File: src/rtl/mul_div_unit.sv
// Iterative signed multiply (radix-2 Booth) / divide (restoring) unit.
// Define MULDIV_DIV_EN to build the divider; otherwise DIV completes in 1 cycle with zero results.
module mul_div_unit #(
  parameter int DATA_W = 32
) (
  input  logic              Clock,
  input  logic              Reset,
  input  logic              MUL,
  input  logic              DIV,
  input  logic [DATA_W-1:0] A,
  input  logic [DATA_W-1:0] B,
  output logic [DATA_W-1:0] ZHI,
  output logic [DATA_W-1:0] ZLO,
  output logic              Busy,
  output logic              Done,
  output logic              DivByZero
);
  localparam int CW = $clog2(DATA_W);
  localparam logic [CW-1:0] LAST = CW'(DATA_W-1);

  typedef enum logic [2:0] {
    S_IDLE, S_MUL, S_DIV, S_FIX, S_DONE
  } state_t;

  state_t r_state, w_next;

  logic [CW-1:0]     r_cnt;
  logic [DATA_W:0]   r_acc;
  logic [DATA_W-1:0] r_q;
  logic [DATA_W-1:0] r_m;
  logic              r_qm1;
  logic [DATA_W-1:0] r_zhi, r_zlo;
  logic              r_busy, r_done, r_dz;

  logic              w_last;
  logic [DATA_W:0]   w_msx, w_bsum, w_bacc;
  logic [DATA_W-1:0] w_bq;
  logic              w_ld, w_dz;
  logic [DATA_W-1:0] w_zhi, w_zlo;

`ifdef MULDIV_DIV_EN
  logic              r_sa, r_sb;
  logic [DATA_W:0]   w_dsh, w_dtry, w_dacc;
  logic [DATA_W-1:0] w_dq, w_absa, w_absb;

  assign w_absa = A[DATA_W-1] ? -A : A;
  assign w_absb = B[DATA_W-1] ? -B : B;
  assign w_dsh  = {r_acc[DATA_W-1:0], r_q[DATA_W-1]};
  assign w_dtry = w_dsh - {1'b0, r_m};
  assign w_dacc = w_dtry[DATA_W] ? w_dsh : w_dtry;
  assign w_dq   = {r_q[DATA_W-2:0], ~w_dtry[DATA_W]};
`endif

  assign w_last = (r_cnt == LAST);
  assign w_msx  = {r_m[DATA_W-1], r_m};

  always_comb begin
    w_bsum = r_acc;
    case ({r_q[0], r_qm1})
      2'b01:   w_bsum = r_acc + w_msx;
      2'b10:   w_bsum = r_acc - w_msx;
      default: w_bsum = r_acc;
    endcase
  end

  assign w_bacc = {w_bsum[DATA_W], w_bsum[DATA_W:1]};
  assign w_bq   = {w_bsum[0], r_q[DATA_W-1:1]};

  always_comb begin
    w_next = r_state;
    w_ld   = 1'b0;
    w_zhi  = '0;
    w_zlo  = '0;
    w_dz   = 1'b0;
    case (r_state)
      S_IDLE: begin
        if (MUL) begin
          w_next = S_MUL;
        end else if (DIV) begin
`ifdef MULDIV_DIV_EN
          if (B == '0) begin
            w_next = S_DONE;
            w_ld   = 1'b1;
            w_zhi  = A;
            w_zlo  = '1;
            w_dz   = 1'b1;
          end else begin
            w_next = S_DIV;
          end
`else
          w_next = S_DONE;
          w_ld   = 1'b1;
`endif
        end
      end
      S_MUL: begin
        if (w_last) begin
          w_next = S_DONE;
          w_ld   = 1'b1;
          w_zhi  = w_bacc[DATA_W-1:0];
          w_zlo  = w_bq;
        end
      end
`ifdef MULDIV_DIV_EN
      S_DIV: begin
        if (w_last) w_next = S_FIX;
      end
      S_FIX: begin
        w_next = S_DONE;
        w_ld   = 1'b1;
        w_zlo  = (r_sa ^ r_sb) ? -r_q : r_q;
        w_zhi  = r_sa ? -r_acc[DATA_W-1:0]
                      : r_acc[DATA_W-1:0];
      end
`endif
      S_DONE:  w_next = S_IDLE;
      default: w_next = S_IDLE;
    endcase
  end

  always_ff @(posedge Clock or negedge Reset) begin
    if (!Reset) r_state <= S_IDLE;
    else        r_state <= w_next;
  end

  always_ff @(posedge Clock or negedge Reset) begin
    if (!Reset) begin
      r_cnt  <= '0;
      r_acc  <= '0;
      r_q    <= '0;
      r_m    <= '0;
      r_qm1  <= 1'b0;
      r_zhi  <= '0;
      r_zlo  <= '0;
      r_busy <= 1'b0;
      r_done <= 1'b0;
      r_dz   <= 1'b0;
`ifdef MULDIV_DIV_EN
      r_sa   <= 1'b0;
      r_sb   <= 1'b0;
`endif
    end else begin
      r_busy <= (w_next != S_IDLE);
      r_done <= (w_next == S_DONE);
      r_dz   <= w_dz;
      if (w_ld) begin
        r_zhi <= w_zhi;
        r_zlo <= w_zlo;
      end
      case (r_state)
        S_IDLE: begin
          r_cnt <= '0;
          r_acc <= '0;
          r_qm1 <= 1'b0;
          if (MUL) begin
            r_m <= A;
            r_q <= B;
`ifdef MULDIV_DIV_EN
          end else if (DIV) begin
            r_m  <= w_absb;
            r_q  <= w_absa;
            r_sa <= A[DATA_W-1];
            r_sb <= B[DATA_W-1];
`endif
          end
        end
        S_MUL: begin
          r_acc <= w_bacc;
          r_q   <= w_bq;
          r_qm1 <= r_q[0];
          r_cnt <= r_cnt + 1'b1;
        end
`ifdef MULDIV_DIV_EN
        S_DIV: begin
          r_acc <= w_dacc;
          r_q   <= w_dq;
          r_cnt <= r_cnt + 1'b1;
        end
`endif
        default: ;
      endcase
    end
  end

  assign ZHI       = r_zhi;
  assign ZLO       = r_zlo;
  assign Busy      = r_busy;
  assign Done      = r_done;
  assign DivByZero = r_dz;
endmodule

File: config.mk
export PLATFORM = sky130hd
export DESIGN_NAME = mul_div_unit
export DESIGN_NICKNAME = d
export VERILOG_FILES = /design/src/rtl/mul_div_unit.sv
export SDC_FILE = /design/constraint.sdc
export NUM_CORES = 1
export LEC_CHECK = 0
export ABC_CLOCK_PERIOD_IN_PS = 4500
export CAP_MARGIN = 25
export CORE_UTILIZATION = 32
export DETAILED_ROUTE_END_ITERATION = 16
export PLACE_DENSITY = 0.53
export SYNTH_ARGS = -nofsm -noshare
export SYNTH_HDL_FRONTEND = slang
export SYNTH_SLANG_ARGS = --single-unit
File: constraint.sdc
create_clock -name Clock -period 4.5 [get_ports Clock]
set_input_delay 0.9 -clock Clock [delete_from_list [all_inputs] [get_ports Clock]]
set_output_delay 0.9 -clock Clock [all_outputs]
set_load 0.05 [all_outputs]
; ---- Word-level counts from Yosys, hierarchy flattened
; Cells that the tools add are included.
[op_classes]
addsub = 3
eq_ne = 6
n_mux = 18
n_reduce_logical = 5
[ops]
columns = cell, n
row1 = 2-to-1 mux 32 bit, 5
row2 = case mux 33 bit (2 select lines), 2
row3 = case mux 32 bit (2 select lines), 1
row4 = adder 33 bit, 1
row5 = subtractor 33 bit, 1
row6 = case mux 5 bit (2 select lines), 1
row7 = 2-to-1 mux 3 bit, 3
row8 = case mux 3 bit (2 select lines), 1
row9 = adder 5 x 1 -> 5 bit (second input constant), 1
row10 = == test 5 bit (second input constant), 1
row11 = case mux 1 bit (2 select lines), 2
row12 = AND reduction 2 bit, 2
row13 = == test 3 x 1 -> 1 bit (second input constant), 1
row14 = == test 3 bit (second input constant), 1
row15 = zero test 3 bit, 1
row16 = 2-to-1 mux 1 bit, 3
row17 = nonzero test 3 bit, 1
row18 = == test 2 x 1 -> 1 bit (second input constant), 1
row19 = == test 2 bit (second input constant), 1
row20 = inequality test 2 bit (second input constant), 1
row21 = nonzero test 2 bit, 1
[word_totals]
register_bits = 172
inputBits = 68
out_inout_bits = 67
wordCells = 42

; ---- Longest topological paths before layout
; Gate-level depths: netlist of the first run.
[logic_depth]
ltp_word = 4
depth_mapped = 18
ltp_nobuf = 18

; ---- Worst setup path after synthesis of the first run
; No wires, ideal clock.
[synth_timing]
path_kind = reg-to-reg
startpoint = reg r_m[7]
endpoint = reg r_acc[31]
setup_time_ps = 69
t_arrival_ps = 4106
t_required_ps = 4431
setup_slack_ps = 326
stages_incl_launch_ff = 16
path_buffers = 2
synth_period_minus_slack_ps = 4174
path_cell_list = dfrtp_1 or4_4 nor4_2 and3b_2 clkbuf_1 a21oi_1 xnor2_1 ha_1 clkbuf_1 nand4_1 o311ai_1 o221a_2 a21oi_1 mux2i_2 or4b_1 nand3_1
[synth_via]
elab_chain_cells = 3
elab_cells_between_ends = 4
classes_between = 2 x add/sub / 2 x mux
[synth_lines]
columns = item, line_no
row1 = start: declaration, 30  ; logic [DATA_W-1:0] r_m;
row2 = start signal: assignment, 131  ; r_m <= '0;
row3 = start signal: assignment, 156  ; r_m <= A;
row4 = subtractor 33 bit / adder 33 bit (equally long branches), "61, 60"
row5 = case mux 33 bit (2 select lines) *, 59  ; case ({r_q[0], r_qm1})
row6 = case mux 33 bit (2 select lines) *, 150  ; case (r_state)
row7 = end signal: assignment, 168  ; r_acc <= w_bacc;
row8 = end: declaration, 28  ; logic [DATA_W:0] r_acc;
; Every way passes the cells marked *; elsewhere a longest branch is shown, timed or not.
; A chain may end at the register's enable or synchronous reset.

; ---- Final worst setup path of the first run
; Ends and elaborated chain as after synthesis.

==> results of run 1 <==
[cells by family (layout without fill, tap and decap cells)]
logic type	Yosys count	after routing	synth area share, %
flops	171	171	46.51
buf+inv	87	213	3.590
mux	7	7	0.8294
xor+xnor	53	53	5.045
simple gates	328	328	16.33
other cells	1	2	0.04076
compound gates	310	310	22.55
fa+ha+maj	37	37	5.113
[registers in the layout, summed over array words and instances (netlist names)]
name     cells
r_q         32
r_acc       32
ZHI         32
r_m         32
r_qm1        1
Done         1
Busy         1
r_state      3
ZLO         32
r_cnt        5
[power by group]
part           leakage [nW]  internal, mW  switching [mW]  total (mW)
sequential             2.25          1.76           0.256        2.02
combinational          2.64         0.971            1.45        2.42
clock                 0.310         0.821           0.761        1.58
[cell usage in the layout, fill, tap and decap left out, types with 5 or more instances in the layout]
master,count
o21ai_0,74
xor2_1,9
nor2_1,67
clkbuf_16,17
o21a_1,5
a22oi_1,20
dfrtp_1,171
o22ai_1,14
clkinv_8,6
ha_1,35
a22o_1,61
inv_1,28
a31oi_1,9
xnor2_1,44
nand4_1,5
buf_4,18
clkdlybuf4s50_1,132
a32oi_1,12
a21o_1,12
nand3_1,14
nor3_1,13
nand2b_1,8
nand2_1,172
nor2b_1,6
o31ai_1,9
a21oi_1,64
o21bai_1,5
[worst min path at each step]
stage                  start        to  slack (ns)  cells past startpoint
floorplan           r_cnt[4]  r_cnt[4]        0.45                      2
global placement    r_cnt[4]  r_cnt[4]        0.46                      2
detailed placement  r_cnt[4]  r_cnt[4]        0.46                      2
CTS                 r_cnt[4]  r_cnt[4]        0.48                      2
global route          ZHI[2]    ZHI[2]        0.49                      2
finish                ZHI[2]    ZHI[2]        0.48                      2
[worst register-to-register path, stage by stage (launching register included)]
cell,delay [ns]
dfrtp_1,0.42
or4_4,0.57
nor4_2,0.26
and3b_2,0.32
nor2_1,0.07
xnor2_1,0.13
ha_1,0.38
and4_1,0.26
nand4_1,0.15
o311ai_1,0.43
o221a_2,0.33
a21oi_1,0.11
mux2i_2,0.18
or4b_1,0.47
nand3_1,0.09
[cell type report]
| class | count | area (um2) |
|---|---|---|
| Fill cell | 2794 | 16390 |
| Timing Repair Buffer | 153 | 1508 |
| Clock buffer | 17 | 425.4 |
| Multi-Input combinational cell | 737 | 4611 |
| Tap cell | 378 | 473.0 |
| Sequential cell | 171 | 4279 |
| Clock inverter | 15 | 217.7 |
| Inverter | 28 | 105.1 |
[layer usage]
metal  track usage, %  up-vias
met5                0        -
met2            28.43      168
met4            3.843        0
met3            2.669       12
li1                 -     3795
met1            27.91     3737
[per-stage QoR]
step | worst slack [ns] | TNS, ns | hold WS, ns | utilization, %
2_1_floorplan | 0.3256 | 0 | 0.4453 | -
3_3_place_gp | 0.3355 | 0 | 0.4576 | 39.10
3_5_place_dp | 0.2845 | 0 | 0.4636 | 39.10
4_1_cts | 0.2610 | 0 | 0.4810 | 41.39
5_1_grt | -0.02016 | -0.02644 | 0.4933 | 41.48
6_report | 0.2649 | 0 | 0.4766 | 41.48
==> impl_metrics.csv, run 1 <==
group,metric,value,unit
synthesis,syn_avg_cell_area,9.257,um2
worst_setup_path,critPathCaptureType,"flip-flop",
clock_tree,htree_levels,4,
timing,post-route-period-util,94.11,%
worst_setup_path,crit_start,"r_m[7]",
route,routed_via_density,5.145,
floorplan,dieArea,0.02944,mm2
synthesis,synth_area,0.009201,mm2
clock_tree,cts_buffer_depth,2,
worst_setup_path,crit_path_start_kind,"flip-flop",
pwr,pwr_density_cell,517.7,mW/mm2
route,drt_pass1_iterations,5,
worst_setup_path,crit_chain,"or4_4 -> nor4_2 -> and3b_2 -> nor2_1 -> xnor2_1 -> ha_1 -> and4_1 -> nand4_1 -> o311ai_1 -> o221a_2 -> a21oi_1 -> mux2i_2 -> or4b_1 -> nand3_1",
worst_setup_path,cp_slowest_cell,"or4_4",
placed_design,portBuffers,133,
floorplan,die_w,171.6,um
worst_setup_path,rrSetupSlack,0.26,ns
timing,hold_viol_final,0,
flow_run,maxCapViolations,0,
pwr,p_leak,5.202,nW
placed_design,gp_congestion,0.8231,
cells_and_area,num-nets-final,1213,
synthesis,synth_most_common_cell,"nand2_1",
synthesis,synth_seq_area_share,46.51,%
status,status,"finished clean",
pwr,power,6.015,mW
synthesis,synth-main-ff-cell,"dfrtp_1",
timing,max_freq,236.1,MHz
clock_tree,cts_root_buf,"clkbuf_16",
timing,drv_slew,0,
clock_tree,post_cts_buffers,0,
worst_setup_path,path_depth,14,
global_route,gr-total-overflow,0,
worst_setup_path,crit_required,4.86,ns
timing,slew_headroom,39.24,%
timing,worstMarginPinSlew,0.9113,ns
clock_tree,numCtsBuffers,17,
synthesis,synth_top_cell_by_area,"dfrtp_1",
cells_and_area,final_cell_count_no_fill,1499,
route,dr_wl_met3,1042,um
route,top_layer,"met4",
placed_design,dpl.hpwl,18790,um
route,drt_iter0_drc,501,
floorplan,core,0.02801,mm2
synthesis,syn_inst,994,
route,wl_per_cell,17.52,um
pwr,vdd_ir_drop_max,0.0002424,V
worst_setup_path,cp_max_fo,7,
clock_tree,ctsResizeCount,0,
worst_setup_path,cpLargestDelayFamily,"simple AND/OR/NAND/NOR gates",
global_route,grt_pass1_wl,42480,um
worst_setup_path,critPathBufInv,0,
clock_tree,insertion_delay,0.44,ns
route,dr_total_vias,7712,
synthesis,ys_async_sr_fraction,100.0,%
global_route,grt_max_degree,75,
worst_setup_path,r2r_start,"r_m[7]",
cells_and_area,drive_above_1_share,6.601,%
clock_tree,path_clk_slew,0.07,ns
global_route,grt_pass1_vias,7598,
global_route,antenna_found_initial,0,
route,drc,0,
cells_and_area,stdcell_area,0.01162,mm2
placed_design,dp_cells,1466,
clock_tree,cts.sinks,171,
route,wl_met2,11710,um
worst_setup_path,slowest_delay,0.56,ns
worst_setup_path,reg2regPathDepth,14,
timing,layout_min_cycle_time,4.235,ns
timing,finalSetupViolCount,0,
worst_setup_path,worstSetupEndpoint,"r_acc[31]",
route,routed_wl,26260,um
worst_setup_path,arrival,4.60,ns
route,drt-met1-wl,13320,um
cells_and_area,antennaDiodeCount,0,
cells_and_area,area_delta_synth_final,26.27,%
global_route,track_usage,18.68,%
floorplan,io_pins,135,
synthesis,yosysUniqueCellTypes,67,
synthesis,netlist_top_cells_count,"nand2_1, dfrtp_1, o21ai_0, nor2_1, a21oi_1",
synthesis,synth_area_leaders,"dfrtp_1, nand2_1, a22o_1",
synthesis,synth_seq_cells,171,
placed_design,placed_area,0.01095,mm2
clock_tree,cts_hold_buf,0,
floorplan,die_h,171.6,um
synthesis,synth_top_area_share,46.51,%
synthesis,yosys_warnings,0,
clock_tree,cts_tree,"yes",
worst_setup_path,path_class,"flip-flop to flip-flop",
synthesis,synth_edf_count,0,
timing,skew,0.01733,ns
floorplan,start_util,32.85,%
worst_setup_path,rr_endpoint,"r_acc[31]",
hold_path,hp-class,"flip-flop to flip-flop",
route,antenna_left,0,
floorplan,rows,61,
Power figures use the tool's default switching activity.
==> run 2, diff against run 1 <==
- CAP_MARGIN: 25 -> 20
- CORE_UTILIZATION: 32 -> 50
- PLACE_DENSITY: 0.53 -> 0.76
==> impl_metrics.csv, run 2 (synthesis results as in run 1) <==
group,metric,value,unit
hold_path,min_to,"ZHI[11]",
route,drc,0,
cells_and_area,post-route-util,63.07,%
worst_setup_path,crit_path_start_kind,"flip-flop",
pwr,p_clk_share,25.0,%
cells_and_area,layout_commonest_cell,"nand2_1",
global_route,grt_pass1_vias,7343,
cells_and_area,final_cell_mix,"nand2_1, dfrtp_1, clkdlybuf4s50_1",
pwr,switchingPower,2.429,mW
clock_tree,insertion_delay,0.43,ns
cells_and_area,area_delta_synth_final,23.55,%
timing,drv_slew,0,
route,routed_wl,24120,um
timing,max_freq,233.4,MHz
timing,finalSetupViolCount,0,
clock_tree,cts.sinks,171,
hold_path,hold_depth,2,
placed_design,gp_congestion,0.9344,
timing,hold_viol_final,0,
global_route,met2_usage,39.08,%
cells_and_area,final_cell_count_no_fill,1347,
global_route,antenna_found_initial,0,
worst_setup_path,rrSetupSlack,0.22,ns
floorplan,core,0.01802,mm2
global_route,use_met3,2.907,%
floorplan,rows,49,
cells_and_area,regArea,0.004279,mm2
worst_setup_path,cp_slowest_cell,"or4_4",
pwr,pwr_density_cell,518.5,mW/mm2
floorplan,die_h,137.7,um
cells_and_area,num-nets-final,1210,
route,drt_iter0_drc,517,
global_route,busiest_layer,"met1",
floorplan,io_pins,135,
worst_setup_path,critPathCaptureType,"flip-flop",
floorplan,start_util,51.05,%
placed_design,portBuffers,133,
clock_tree,path_clk_slew,0.07,ns
worst_setup_path,r2r_start,"r_m[7]",
route,wl_per_cell,17.90,um
route,dr_total_vias,7869,
timing,rsz0062_at_grt,"false",
floorplan,die_w,137.7,um
cells_and_area,antennaDiodeCount,0,
pwr,intPower,3.466,mW
timing,skew,0.01021,ns
pwr,seqPwrFrac,34.2,%
clock_tree,cts_tree,"yes",
flow_run,maxCapViolations,0,
clock_tree,htree_levels,4,
pwr,vdd_ir_drop_max,0.0004074,V
route,antenna_left,0,
pwr,swShare,41.20,%
cells_and_area,drive_above_1_share,6.440,%
worst_setup_path,reg2regPathDepth,14,
placed_design,dpl.hpwl,16930,um
worst_setup_path,cp_max_fo,6,
route,drt_pass1_iterations,5,
placed_design,dp_cells,1313,
worst_setup_path,path_class,"flip-flop to flip-flop",
floorplan,dieArea,0.01895,mm2
pwr,power,5.895,mW
clock_tree,cts_buffer_depth,2,
worst_setup_path,crit_required,4.86,ns
timing,layout_min_cycle_time,4.285,ns
pwr,p_leak,5.162,nW
hold_path,hp-start,"ZHI[11]",
timing,fin_hold_ws,0.4757,ns
global_route,grt_max_degree,98,
worst_setup_path,cpLargestDelayFamily,"simple AND/OR/NAND/NOR gates",
route,routed_via_density,5.842,
worst_setup_path,rr_endpoint,"r_acc[31]",
worst_setup_path,crit_chain,"or4_4 -> nor4_4 -> and3b_2 -> buf_4 -> a31oi_1 -> xnor2_1 -> ha_1 -> a21o_1 -> or2_2 -> o221a_2 -> a21oi_1 -> mux2i_2 -> or4b_1 -> nand3_1",
global_route,grt_pass1_wl,38930,um
timing,worstMarginPinSlew,0.9249,ns
cells_and_area,fill_cells,1538,
hold_path,hp-class,"flip-flop to flip-flop",
clock_tree,numCtsBuffers,17,
status,status,"finished clean",
pwr,pwr-share-comb,40.9,%
global_route,use_met1,41.64,%
cells_and_area,multi_input_area,0.004627,mm2
timing,setup_tns,0,ns
global_route,gr-total-overflow,0,
worst_setup_path,arrival,4.65,ns
global_route,track_usage,26.67,%
worst_setup_path,slowest_delay,0.59,ns
worst_setup_path,critPathBufInv,1,
timing,slew_headroom,38.11,%
clock_tree,cts_root_buf,"clkbuf_16",
timing,post-route-period-util,95.22,%
run 2: cell types whose count changed in the layout (fill, tap and decap cells not counted), sizes merged:
cell | previous run | this run
inv | 36 | 34
clkinvlp | 0 | 2
bufinv | 1 | 0
buf | 21 | 18
clkinv | 6 | 7
run 2: final cells by class:
class                      count  share of cell area [%]
multi-input combinational    737                   40.70
inverter                      28                  0.9245
clock inverter                15                   1.519
clock buffer                  17                   3.742
timing repair buffer         150                   12.95
sequential                   171                   37.64
tap                          229                   2.520
run 2: worst max-delay path by stage:
stage / end / cells after the start / slack, ns / from
floorplan: r_acc[31] / 15 / 0.33 / r_m[7]
global placement: r_acc[31] / 14 / 0.37 / r_m[7]
detailed placement: r_acc[31] / 14 / 0.28 / r_m[7]
CTS: r_acc[31] / 14 / 0.27 / r_m[7]
global route: ZHI[25] / 14 / 0.05 / r_m[7]
finish: r_acc[31] / 14 / 0.22 / r_m[7]
run 2: timing repair:
action / 4_1_cts / 5_1_grt
buffers inserted: 0 / 1
resized for setup: 0 / 3
hold buffers: 0 / 0
setup endpoints to repair: 0 / 6
run 2: through the flow:
stage	cell area, um2	setup WS, ns
global route	11370	0.04554
detailed placement	10720	0.2828
floorplan	9205	0.3256
finish	11370	0.2151
CTS	11320	0.2690
global placement	10720	0.3657
run 2: per-layer routing:
metal	routed length (um)	share of wire (%)
met5	0	0
met4	279	1.2
met3	1118	4.6
met2	10630	44
met1	12090	50
run 2: worst min-delay path: stages (launching register included):
cell,delay [ns]
dfrtp_1,0.34
nand2_1,0.04
o21ai_0,0.05
run 2: power groups by stage:
stage	sequential, mW	combinational [mW]	clock, mW
floorplan	1.98	1.74	0
global placement	2.03	2.35	0
detailed placement	2.03	2.36	0
CTS	2.01	2.38	1.48
global route	2.05	2.67	1.55
finish	2.01	2.41	1.47
==> run 3, diff against run 2 <==
- SETUP_SLACK_MARGIN: default -> 0.15
==> impl_metrics.csv, run 3 (synthesis results as in run 1) <==
group,metric,value,unit
global_route,grt_pass1_wl,38930,um
clock_tree,cts_root_buf,"clkbuf_16",
cells_and_area,regArea,0.004279,mm2
global_route,track_usage,26.67,%
cells_and_area,final_cell_mix,"nand2_1, dfrtp_1, clkdlybuf4s50_1",
timing,worstMarginPinSlew,0.9167,ns
floorplan,dieArea,0.01895,mm2
clock_tree,path_clk_slew,0.07,ns
route,drt_iter0_drc,462,
cells_and_area,multi_input_area,0.004702,mm2
route,routed_wl,24240,um
timing,post-route-period-util,92.56,%
cells_and_area,antennaDiodeCount,0,
timing,max_freq,240.1,MHz
pwr,p_clk_share,24.4,%
cells_and_area,stdcell_area,0.01153,mm2
cells_and_area,fill_cells,1516,
floorplan,rows,49,
hold_path,hp-start,"ZHI[11]",
route,wl_per_cell,17.84,um
timing,hold_viol_final,0,
flow_run,maxCapViolations,0,
floorplan,core,0.01802,mm2
route,routed_via_density,5.831,
worst_setup_path,crit_path_start_kind,"flip-flop",
status,status,"finished clean",
clock_tree,cts_buffer_depth,2,
pwr,pwr_density_cell,521.4,mW/mm2
floorplan,die_h,137.7,um
hold_path,min_to,"ZHI[11]",
pwr,vdd_ir_drop_max,0.0004127,V
worst_setup_path,r2r_start,"r_m[7]",
route,dr_total_vias,7924,
cells_and_area,drive_above_1_share,8.496,%
clock_tree,insertion_delay,0.44,ns
pwr,seqPwrFrac,33.5,%
placed_design,portBuffers,133,
floorplan,start_util,51.05,%
floorplan,io_pins,135,
placed_design,dpl.hpwl,16930,um
placed_design,placed_area,0.01072,mm2
pwr,pwr-share-comb,42.1,%
worst_setup_path,rr_endpoint,"r_acc[31]",
timing,skew,0.009609,ns
clock_tree,numCtsBuffers,17,
clock_tree,htree_levels,4,
pwr,power,6.014,mW
clock_tree,cts_tree,"yes",
worst_setup_path,arrival,4.53,ns
timing,setup_tns,0,ns
timing,rsz0062_at_grt,"true",
worst_setup_path,reg2regPathDepth,14,
global_route,gr-total-overflow,0,
global_route,grt_pass1_vias,7343,
timing,drv_slew,0,
floorplan,die_w,137.7,um
cells_and_area,post-route-util,63.99,%
pwr,swShare,41.01,%
route,antenna_left,0,
worst_setup_path,path_class,"flip-flop to flip-flop",
clock_tree,cts.sinks,171,
worst_setup_path,cp_max_fo,6,
pwr,switchingPower,2.466,mW
timing,layout_min_cycle_time,4.165,ns
placed_design,gp_congestion,0.9344,
worst_setup_path,critPathCaptureType,"flip-flop",
worst_setup_path,crit_required,4.87,ns
global_route,grt_max_degree,98,
timing,slew_headroom,38.89,%
cells_and_area,area_delta_synth_final,25.35,%
clock_tree,cts_hold_buf,0,
hold_path,hold_depth,2,
cells_and_area,num-nets-final,1222,
hold_path,hp-class,"flip-flop to flip-flop",
worst_setup_path,rrSetupSlack,0.33,ns
route,drt_pass1_iterations,5,
pwr,p_leak,5.274,nW
global_route,antenna_found_initial,0,
timing,finalSetupViolCount,0,
pwr,intPower,3.548,mW
cells_and_area,layout_commonest_cell,"nand2_1",
route,drc,0,
run 3: cell count changes in the layout (fill, tap and decap cells not counted), sizes merged:
cell / change
buf: +12
run 3: stage by stage:
step | hold WS, ns | cells | worst slack [ns]
after global routing | 0.5080 | 1359 | 0.1152
after global placement | 0.4558 | 1313 | 0.3657
after CTS | 0.4824 | 1345 | 0.2690
after detailed placement | 0.4665 | 1313 | 0.2828
final | 0.4757 | 1359 | 0.3349
after floorplan | 0.4453 | 995 | 0.3256
run 3: how the worst max path moves through the flow:
stage / from / end / cells past startpoint
floorplan: r_m[7] / r_acc[31] / 15
global placement: r_m[7] / r_acc[31] / 14
detailed placement: r_m[7] / r_acc[31] / 14
CTS: r_m[7] / r_acc[31] / 14
global route: r_m[7] / r_acc[30] / 16
finish: r_m[7] / r_acc[31] / 14
run 3: power by group through the flow:
stage / registers (mW) / logic, mW / clock network [mW]
2_1_floorplan: 1.98 / 1.74 / 0
3_3_place_gp: 2.03 / 2.35 / 0
3_5_place_dp: 2.03 / 2.36 / 0
4_1_cts: 2.01 / 2.38 / 1.48
5_1_grt: 2.05 / 2.80 / 1.55
6_report: 2.02 / 2.53 / 1.47
run 3: cell type report:
cell class	count	share of cell area, %
clock inverters	15	1.497
clock buffers	17	3.688
multi-input cells	737	40.77
repair buffers	162	13.55
flip-flops and latches	171	37.10
inverters	28	0.9113
well taps	229	2.484
run 3: timing repair:
item	in CTS	in global routing
endpoints found under the setup margin	0	16
resized for setup	0	25
setup buffers	0	13
run 3: critical path: stages, from the launching register on:
cell and delay, ns:
dfrtp_1 0.42, or4_4 0.56, nor4_4 0.33, and3b_2 0.30, buf_4 0.13, a31oi_1 0.09, xnor2_1 0.32, ha_2 0.35
a21o_1 0.19, or2_4 0.26, o221a_4 0.32, a21oi_4 0.16, mux2i_2 0.10, or4b_1 0.47, nand3_1 0.09
run 3: layer usage:
| metal | wire length (um) | share of wire (%) | global-route usage [%] | vias up |
|---|---|---|---|---|
| met5 | 0 | 0 | 0 | - |
| met3 | 1064 | 4.4 | 2.907 | 22 |
| met2 | 10720 | 44 | 39.08 | 223 |
| li1 | - | - | - | 3803 |
| met4 | 279 | 1.2 | 6.410 | 0 |
| met1 | 12180 | 50 | 41.64 | 3876 |
